**src/rtl/readout_sequencer.sv**
```systemverilog
// Row-readout controller: walks every pixel row, loads it into the output buffer, waits for drain.
// Optional start watchdog enabled by defining READOUT_SEQUENCER_TIMEOUT_EN.
module readout_sequencer #(
   parameter int PIXEL_ARRAY_HEIGHT = 4,
   parameter int SETTLE_CYCLES      = 2,
   parameter int START_TIMEOUT      = 8
) (
   input  logic                                                              CLK,
   input  logic                                                              RESET,
   input  logic                                                              READOUT_START,
   input  logic                                                              BUFFER_BUSY,
   output logic                                                              SET_BUFFER,
   output logic [PIXEL_ARRAY_HEIGHT-1:0]                                     ROW_SELECT,
   output logic [((PIXEL_ARRAY_HEIGHT > 1) ? $clog2(PIXEL_ARRAY_HEIGHT) : 1)-1:0] ROW_INDEX,
   output logic                                                              READOUT_BUSY,
   output logic                                                              READOUT_DONE,
   output logic                                                              READOUT_ERROR
);

   localparam int IW = (PIXEL_ARRAY_HEIGHT > 1) ? $clog2(PIXEL_ARRAY_HEIGHT) : 1;
   localparam int SW = (SETTLE_CYCLES > 1) ? $clog2(SETTLE_CYCLES) : 1;

   localparam logic [IW-1:0] LAST_ROW = IW'(PIXEL_ARRAY_HEIGHT - 1);
   // SETTLE_CYCLES of 0 and 1 both give a single SELECT cycle.
   localparam logic [SW-1:0] SETTLE_LAST = SW'((SETTLE_CYCLES > 1) ? SETTLE_CYCLES - 1 : 0);
   localparam logic [PIXEL_ARRAY_HEIGHT-1:0] FIRST_ROW = PIXEL_ARRAY_HEIGHT'(32'd1);

   typedef enum logic [2:0] {
      IDLE       = 3'd0,
      SELECT     = 3'd1,
      LOAD       = 3'd2,
      WAIT_START = 3'd3,
      WAIT_DRAIN = 3'd4,
      NEXT       = 3'd5
   } state_t;

   state_t          state;
   logic [SW-1:0]   settle_cnt;

`ifdef READOUT_SEQUENCER_TIMEOUT_EN
   localparam int TW = (START_TIMEOUT > 1) ? $clog2(START_TIMEOUT) : 1;
   localparam logic [TW-1:0] TIMEOUT_LAST = TW'((START_TIMEOUT > 1) ? START_TIMEOUT - 1 : 0);
   logic [TW-1:0]   watchdog;
   logic            error_flag;

   assign READOUT_ERROR = error_flag;
`else
   assign READOUT_ERROR = 1'b0;
`endif

   // Sequencer state, counters and all registered outputs.
   always_ff @(posedge CLK or posedge RESET) begin
      if (RESET) begin
         state        <= IDLE;
         settle_cnt   <= '0;
         SET_BUFFER   <= 1'b0;
         ROW_SELECT   <= '0;
         ROW_INDEX    <= '0;
         READOUT_BUSY <= 1'b0;
         READOUT_DONE <= 1'b0;
`ifdef READOUT_SEQUENCER_TIMEOUT_EN
         watchdog     <= '0;
         error_flag   <= 1'b0;
`endif
      end else begin
         SET_BUFFER   <= 1'b0;
         READOUT_DONE <= 1'b0;
         case (state)
            IDLE: begin
               if (READOUT_START) begin
                  state        <= SELECT;
                  settle_cnt   <= '0;
                  ROW_INDEX    <= '0;
                  ROW_SELECT   <= FIRST_ROW;
                  READOUT_BUSY <= 1'b1;
               end
            end
            SELECT: begin
               if (settle_cnt == SETTLE_LAST) begin
                  state      <= LOAD;
                  SET_BUFFER <= 1'b1;
               end else begin
                  settle_cnt <= settle_cnt + 1'b1;
               end
            end
            LOAD: begin
               state <= WAIT_START;
`ifdef READOUT_SEQUENCER_TIMEOUT_EN
               watchdog <= '0;
`endif
            end
            WAIT_START: begin
               if (BUFFER_BUSY) begin
                  state <= WAIT_DRAIN;
`ifdef READOUT_SEQUENCER_TIMEOUT_EN
               end else if (watchdog == TIMEOUT_LAST) begin
                  // Buffer never started: abort the frame without a done pulse.
                  state        <= IDLE;
                  error_flag   <= 1'b1;
                  ROW_SELECT   <= '0;
                  ROW_INDEX    <= '0;
                  READOUT_BUSY <= 1'b0;
               end else begin
                  watchdog <= watchdog + 1'b1;
`endif
               end
            end
            WAIT_DRAIN: begin
               if (!BUFFER_BUSY) begin
                  state <= NEXT;
                  // Last row: the NEXT cycle itself carries the done pulse, so a start
                  // request seen there is dropped and only honoured once back in IDLE.
                  if (ROW_INDEX == LAST_ROW) begin
                     READOUT_DONE <= 1'b1;
                     READOUT_BUSY <= 1'b0;
                     ROW_SELECT   <= '0;
                     ROW_INDEX    <= '0;
                  end
               end
            end
            NEXT: begin
               if (READOUT_DONE) begin
                  state <= IDLE;
               end else begin
                  state      <= SELECT;
                  settle_cnt <= '0;
                  ROW_INDEX  <= ROW_INDEX + 1'b1;
                  ROW_SELECT <= ROW_SELECT << 1'b1;
               end
            end
            default: begin
               state        <= IDLE;
               ROW_SELECT   <= '0;
               ROW_INDEX    <= '0;
               READOUT_BUSY <= 1'b0;
            end
         endcase
      end
   end

endmodule

```
**config.mk**
```make
export PLATFORM = sky130hd
export DESIGN_NAME = readout_sequencer
export DESIGN_NICKNAME = d
export VERILOG_FILES = /design/src/rtl/readout_sequencer.sv
export SDC_FILE = /design/constraint.sdc
export NUM_CORES = 1
export LEC_CHECK = 0
export BUFFER_PORTS_ARGS = -buffer_cell sky130_fd_sc_hd__buf_2
export CELL_PAD_IN_SITES_DETAIL_PLACEMENT = 0
export CELL_PAD_IN_SITES_GLOBAL_PLACEMENT = 2
export CORE_ASPECT_RATIO = 0.75
export CORE_MARGIN = 1
export CORE_UTILIZATION = 31
export DETAILED_ROUTE_END_ITERATION = 10
export PLACE_DENSITY_LB_ADDON = 0.1
export SLEW_MARGIN = 20
export SYNTH_ARGS = -nofsm -noshare
export SYNTH_HDL_FRONTEND = slang
export SYNTH_SLANG_ARGS = --single-unit
export TNS_END_PERCENT = 100
```
**constraint.sdc**
```tcl
create_clock -name CLK -period 2 [get_ports CLK]
set_input_delay 0.4 -clock CLK [delete_from_list [all_inputs] [get_ports CLK]]
set_output_delay 0.4 -clock CLK [all_outputs]
set_load 0.02 [all_outputs]
```
Word level (Yosys, flattened, before mapping)
Cells that the tools add are included.

cells by class
  add/subtract/negate cells = 2
  multiply operators = 0
  divide/modulo/power cells = 0
  order comparisons = 0
  equality and inequality tests = 12
  shift-type cells = 0
  muxes and demuxes = 29
  bitwise operators = 2
  reductions and logical operators = 8

operators by type and width
  kind                 number
  $pmux 3 s6           1
  $mux 4               4
  $pmux 4 s4           1
  $mux 1               12
  $mux 3               4
  $ne 2x2->1 const B   6
  $mux 2               4
  $pmux 2 s4           1
  $reduce_and 4->1     2
  $eq 3x2->1 const B   2
  $eq 3x3->1 const B   2
  $pmux 1 s3           2
  $reduce_and 5->1     1
  $reduce_or 4->1      1
  $eq 3x1->1 const B   1
  $logic_not 3->1      1
  $reduce_and 3->1     1
  $reduce_bool 3->1    1
  $reduce_or 3->1      1
  $add 2x1->2 const B  1
  $eq 2x2->1 const B   1
  $not 1->1            2
  $add 1x1->1 const B  1

storage, ports and cells
  bits in registers = 13
  latch bits = 0
  bits in writable memories = 0
  ROM bits = 0
  input bits = 4
  output and inout bits = 10
  word-level logic and storage cells = 60
  memories kept = 0

Depth between registers and ports, before layout
  depth in word-level cells = 4
  mapped depth = 5

Worst setup path before layout
No wires, ideal clock.

  path type = reg-to-reg
  start = register ROW_INDEX[0] (netlist name)
  end = register ROW_INDEX[0] (netlist name)
  library setup time = 0.125 ns
  data arrival time = 1.378 ns
  data required time = 1.875 ns
  slack = 0.498 ns
  stages on the path, launching flop included = 5
  path through = dfrtp_1 -> ha_1 -> a311oi_2 -> a21oi_2 -> mux2_2

between the ends
  cells in the longest elaborated chain, start to end = 3

RTL lines
  item                                            RTL line  source
  start: declaration                              14        output logic [((PIXEL_ARRAY_HEIGHT > 1) ? $clog2(PIXEL_ARRAY_HEIGHT) : 1)-1:0] ROW_INDEX,
  start signal: assignment                        127       ROW_INDEX <= ROW_INDEX + 1'b1;
  $add 2x1->2 or $eq 2x2->1 (tied branches)       127, 113
  $mux 2 or $ne 2x2->1 (tied branches)            -
  $pmux 2 s4 or $reduce_and 5->1 (tied branches)  -

Several ways; a longest one is shown, not always the timed one. The select of a mux whose other input is x is not followed.
A chain may end at the register's enable or synchronous reset.

Worst setup path in the final report
  start = register state[2]
  end = register ROW_SELECT[2]

between the ends
  cells in the longest elaborated chain, start to end = 4

RTL lines
  item                                      RTL line  source
  start: declaration                        37        state_t state;
  start signal: assignment                  54        state <= IDLE;
  start signal: assignment                  71        state <= SELECT;
  start signal: assignment                  80        state <= LOAD;
  $eq 3x2->1 or $eq 3x1->1 (tied branches)  68        case (state)
  $reduce_or 3->1 (no source line)          -
  $not 1->1 (no source line)                -
  $reduce_and 5->1 (no source line)         -
  end signal: assignment                    128       ROW_SELECT <= ROW_SELECT << 1'b1;
  end: declaration                          13        output logic [PIXEL_ARRAY_HEIGHT-1:0] ROW_SELECT,

Several ways; a longest one is shown, not always the timed one.

==> summary by stage <==
Timing
The max-slew violation count is 0. The setup clock skew after layout is ~6.4 ps. Setup repair after global routing left no endpoint under its margin. Setup violations remaining at the end of the flow were counted as 0. The count of endpoints failing hold in the final timing report is 0. Derived from the worst setup path, the maximum achievable clock frequency is between 600 and 700 MHz. The transition time of the tightest slew-check pin is between 500 and 600 ps. The share of the clock period used by the worst path after layout is 0.791. After routing, the total negative slack on setup checks comes to 0 ps. The smallest clock period supported by the final layout is computed as 1580 ps.

Setup slack on the critical path of the routed design comes to roughly 420 ps. The worst slew margin relative to its limit is 0.663.

Finish
Leaving out fill and tap cells, the most frequent cells in the layout are 13 x dfrtp_1, 12 x buf_2, 10 x nand2_1. Leaving out fill and tap cells, the most frequent cell in the layout is dfrtp_1. The number of antenna diodes in the final layout is 0. The layout-stage area growth over the synthesis result is 16.9%.

The post-route core utilization is 0.386. The finished layout holds 108 standard cells, fillers aside. The fraction of final layout cells with drive strength greater than 1 is 0.333. The net total in the final layout is 90.

Power
The portion of total power attributed to sequential cells is 0.373. The reported leakage power is a little over 0.4 nW. The clock network fraction of design power is 0.153. The internal portion of the total power is roughly 640 uW. The worst voltage drop across the vdd grid is approximately 0.68 mV. Of the total power, the share spent switching nets is 0.423. The power per cell area is 1430 mW/mm2. The power spent charging and discharging nets is about 470 uW. The fraction of power consumed by combinational cells is 0.474.

The overall power after layout is between 1 and 1.5 mW.

Clock tree
The total clock buffers created by CTS is 3. TritonCTS built the clock tree. In this run, post-CTS repair resized a total of 0 instances. The post-CTS setup buffer count is 0. Clock tree synthesis selected as its root buffer the cell clkbuf_4. The clock sink count is 13.

In this run, post-CTS hold repair placed 0 buffers. The number of buffers on the longest clock path is 2. After clock tree synthesis, the clock-pin slew on the worst setup and hold paths is approximately 90 ps. The clock latency on the worst-skew pair is around 280 ps. CTS built an H-tree with a depth of 1.

Placed design
Prior to clock tree synthesis, the placed netlist has a worst setup slack of roughly 400 ps. The detailed placement HPWL is 1020 um. Including well taps, the total number of placed cells is 104. During placement, the flow inserted port buffers numbering 12. The routability congestion estimate is ~0.73.

Critical path
The critical-path maximum fanout is 7. Traced cell by cell, the critical path runs through nor2b_1 > a311oi_2 > a21oi_2 > mux2_2. The largest stage delay on the critical path is around 480 ps. For the worst setup path, the data required time is around 2200 ps. The worst setup path is captured at a flip-flop. STA classifies the critical path startpoint as a flip-flop.

The worst-path cell with the longest stage delay is dfrtp_1. The signal arrival time at the worst endpoint is ~1800 ps. The critical path in this run is classified as reg2reg.

Global routing
Entering global routing, the biggest net connects 14 pins. The number of antenna violations at the first check in global routing came to 0. The first global-routing pass estimated between 2000 and 2500 um of wire. For this run the aggregate overflow at the end of global routing stands at 0. The all-layer global routing usage is 0.143. The number of global-route vias before repair is between 500 and 600.

Synthesis
The net count after synthesis is 74. Of the synthesized area, sequential elements account for 0.489. The Yosys step of the flow raised 0 warnings.

The per-instance average area after synthesis is 9.65 um2. The register bit total from synthesis is 13. After technology mapping, the gate count stands at 69. Summing every instance area after synthesis gives between 600 and 700 um2. The number of different library cells used by synthesis comes to 23.

Flow run
The tool flagged a number of max-cap violations equal to 0.

Die
The die is roughly 56 um wide. The die height is approximately 42 um. The area enclosed by the die boundary is 0.00234 mm2.

The number of standard-cell rows in the floorplan is 14. 14 I/O pins were placed. The core region is between 0.002 and 0.0025 mm2. For this configuration, the core starts out at a cell density of 0.330.

Detailed routing
The remaining antenna violation count after routing is 0. In the final routed layout, each cell accounts on average for approximately 13 um. The number of DRC markers after the initial detailed-route iteration is 11. Wires add up to 1400 um.

The number of remaining DRC errors is 0. For this block, the via count after detailed routing is around 540. Using the TritonRoute via totals, the vias-per-cell ratio works out to ~5.0. The first-pass iteration count of the detailed router is 4.

Min path
The worst hold path belongs to the class in2async.

Status
The run finished with clean final reports.
cells by family (layout without fill, tap and decap cells):
kind of cell / after synthesis / count (layout) / share of synthesized area
AO/OA/AOI/OAI: 14 / 14 / 0.141
flip-flops: 13 / 13 / 0.489
adder cells (fa/ha/maj): 1 / 1 / 0.0188
AND/OR/NAND/NOR: 25 / 25 / 0.177
other: 1 / 1 / 0.00563
multiplexers: 6 / 6 / 0.101
buffers and inverters: 9 / 24 / 0.0677
registers in the layout, indices dropped and copies added, names as in the netlist:
| register | cells |
|---|---|
| ROW_INDEX | 2 |
| READOUT_BUSY | 1 |
| READOUT_DONE | 1 |
| SET_BUFFER | 1 |
| settle_cnt | 1 |
| ROW_SELECT | 4 |
| state | 3 |
power by group through the flow:
stage | clock (mW) | combinational, mW | sequential (mW)
2_1_floorplan | 0 | 0.352 | 0.449
3_3_place_gp | 0 | 0.542 | 0.417
3_5_place_dp | 0 | 0.527 | 0.418
4_1_cts | 0.175 | 0.528 | 0.414
5_1_grt | 0.189 | 0.594 | 0.428
6_report | 0.170 | 0.527 | 0.414
worst max-delay path, delay by kind of cell (launching register included):
family	cells	cell delay [ps]
muxes	1	380
and+or+nand+nor	1	210
AOI/OAI and AO/OA	2	400
DFF	1	480
path summary, 6_finish.rpt:
path / slack, ps / cells past startpoint / start / end
max: 420 / 4 / state[2]$_DFFE_PP0P_ / ROW_SELECT[2]$_DFFE_PP0P_
min: 130 / 2 / RESET / state[0]$_DFFE_PP0P_
max reg2reg: 420 / 4 / state[2]$_DFFE_PP0P_ / ROW_SELECT[2]$_DFFE_PP0P_
min reg2reg: 510 / 1 / ROW_SELECT[3]$_DFFE_PP0P_ / ROW_SELECT[3]$_DFFE_PP0P_
max in group asynchronous: 1530 / 2 / RESET / SET_BUFFER$_DFF_PP0_
min in group CLK: 340 / 2 / BUFFER_BUSY / READOUT_DONE$_DFF_PP0_
cell type report:
type / instances / area [um2]
Tap cell: 24 / 30.0
Sequential cell: 13 / 325
Clock buffer: 4 / 26.3
Multi-Input combinational cell: 47 / 295
Inverter: 5 / 18.8
Timing Repair Buffer: 15 / 82.6
Fill cell: 206 / 1240
cells in the mapped netlist, drive strengths merged:
| master | instances | area share |
|---|---|---|
| dfrtp | 13 | 0.49 |
| nand2 | 10 | 0.056 |
| nor2 | 7 | 0.039 |
| o21ai | 7 | 0.053 |
| mux2 | 6 | 0.10 |
| inv | 5 | 0.028 |
| a21oi | 3 | 0.028 |
| and3 | 3 | 0.028 |
| buf | 2 | 0.028 |
| clkbuf | 2 | 0.011 |
| a311oi | 1 | 0.023 |
| a32o | 1 | 0.015 |
| and2b | 1 | 0.013 |
| conb | 1 | 0.0056 |
| ha | 1 | 0.019 |
| nand2b | 1 | 0.0094 |
| nor2b | 1 | 0.0094 |
| nor3 | 1 | 0.0075 |
| o2111ai | 1 | 0.013 |
| o22ai | 1 | 0.0094 |
| or2 | 1 | 0.013 |
stage by stage:
step / cell area [um2] / hold WS, ps
CTS: 778 / 152
detailed placement: 752 / 463
global route: 778 / 180
finish: 778 / 131
global placement: 752 / 458
floorplan: 666 / 277
per-layer routing:
metal  vias up  track usage  wire length [um]
li1        262            -                 -
met1       258        0.212               784
met2        16        0.188               536
met3         2       0.0648                64
met4         0       0.0300                11
met5         -            0                 0
(Power assumes the default switching activity.)
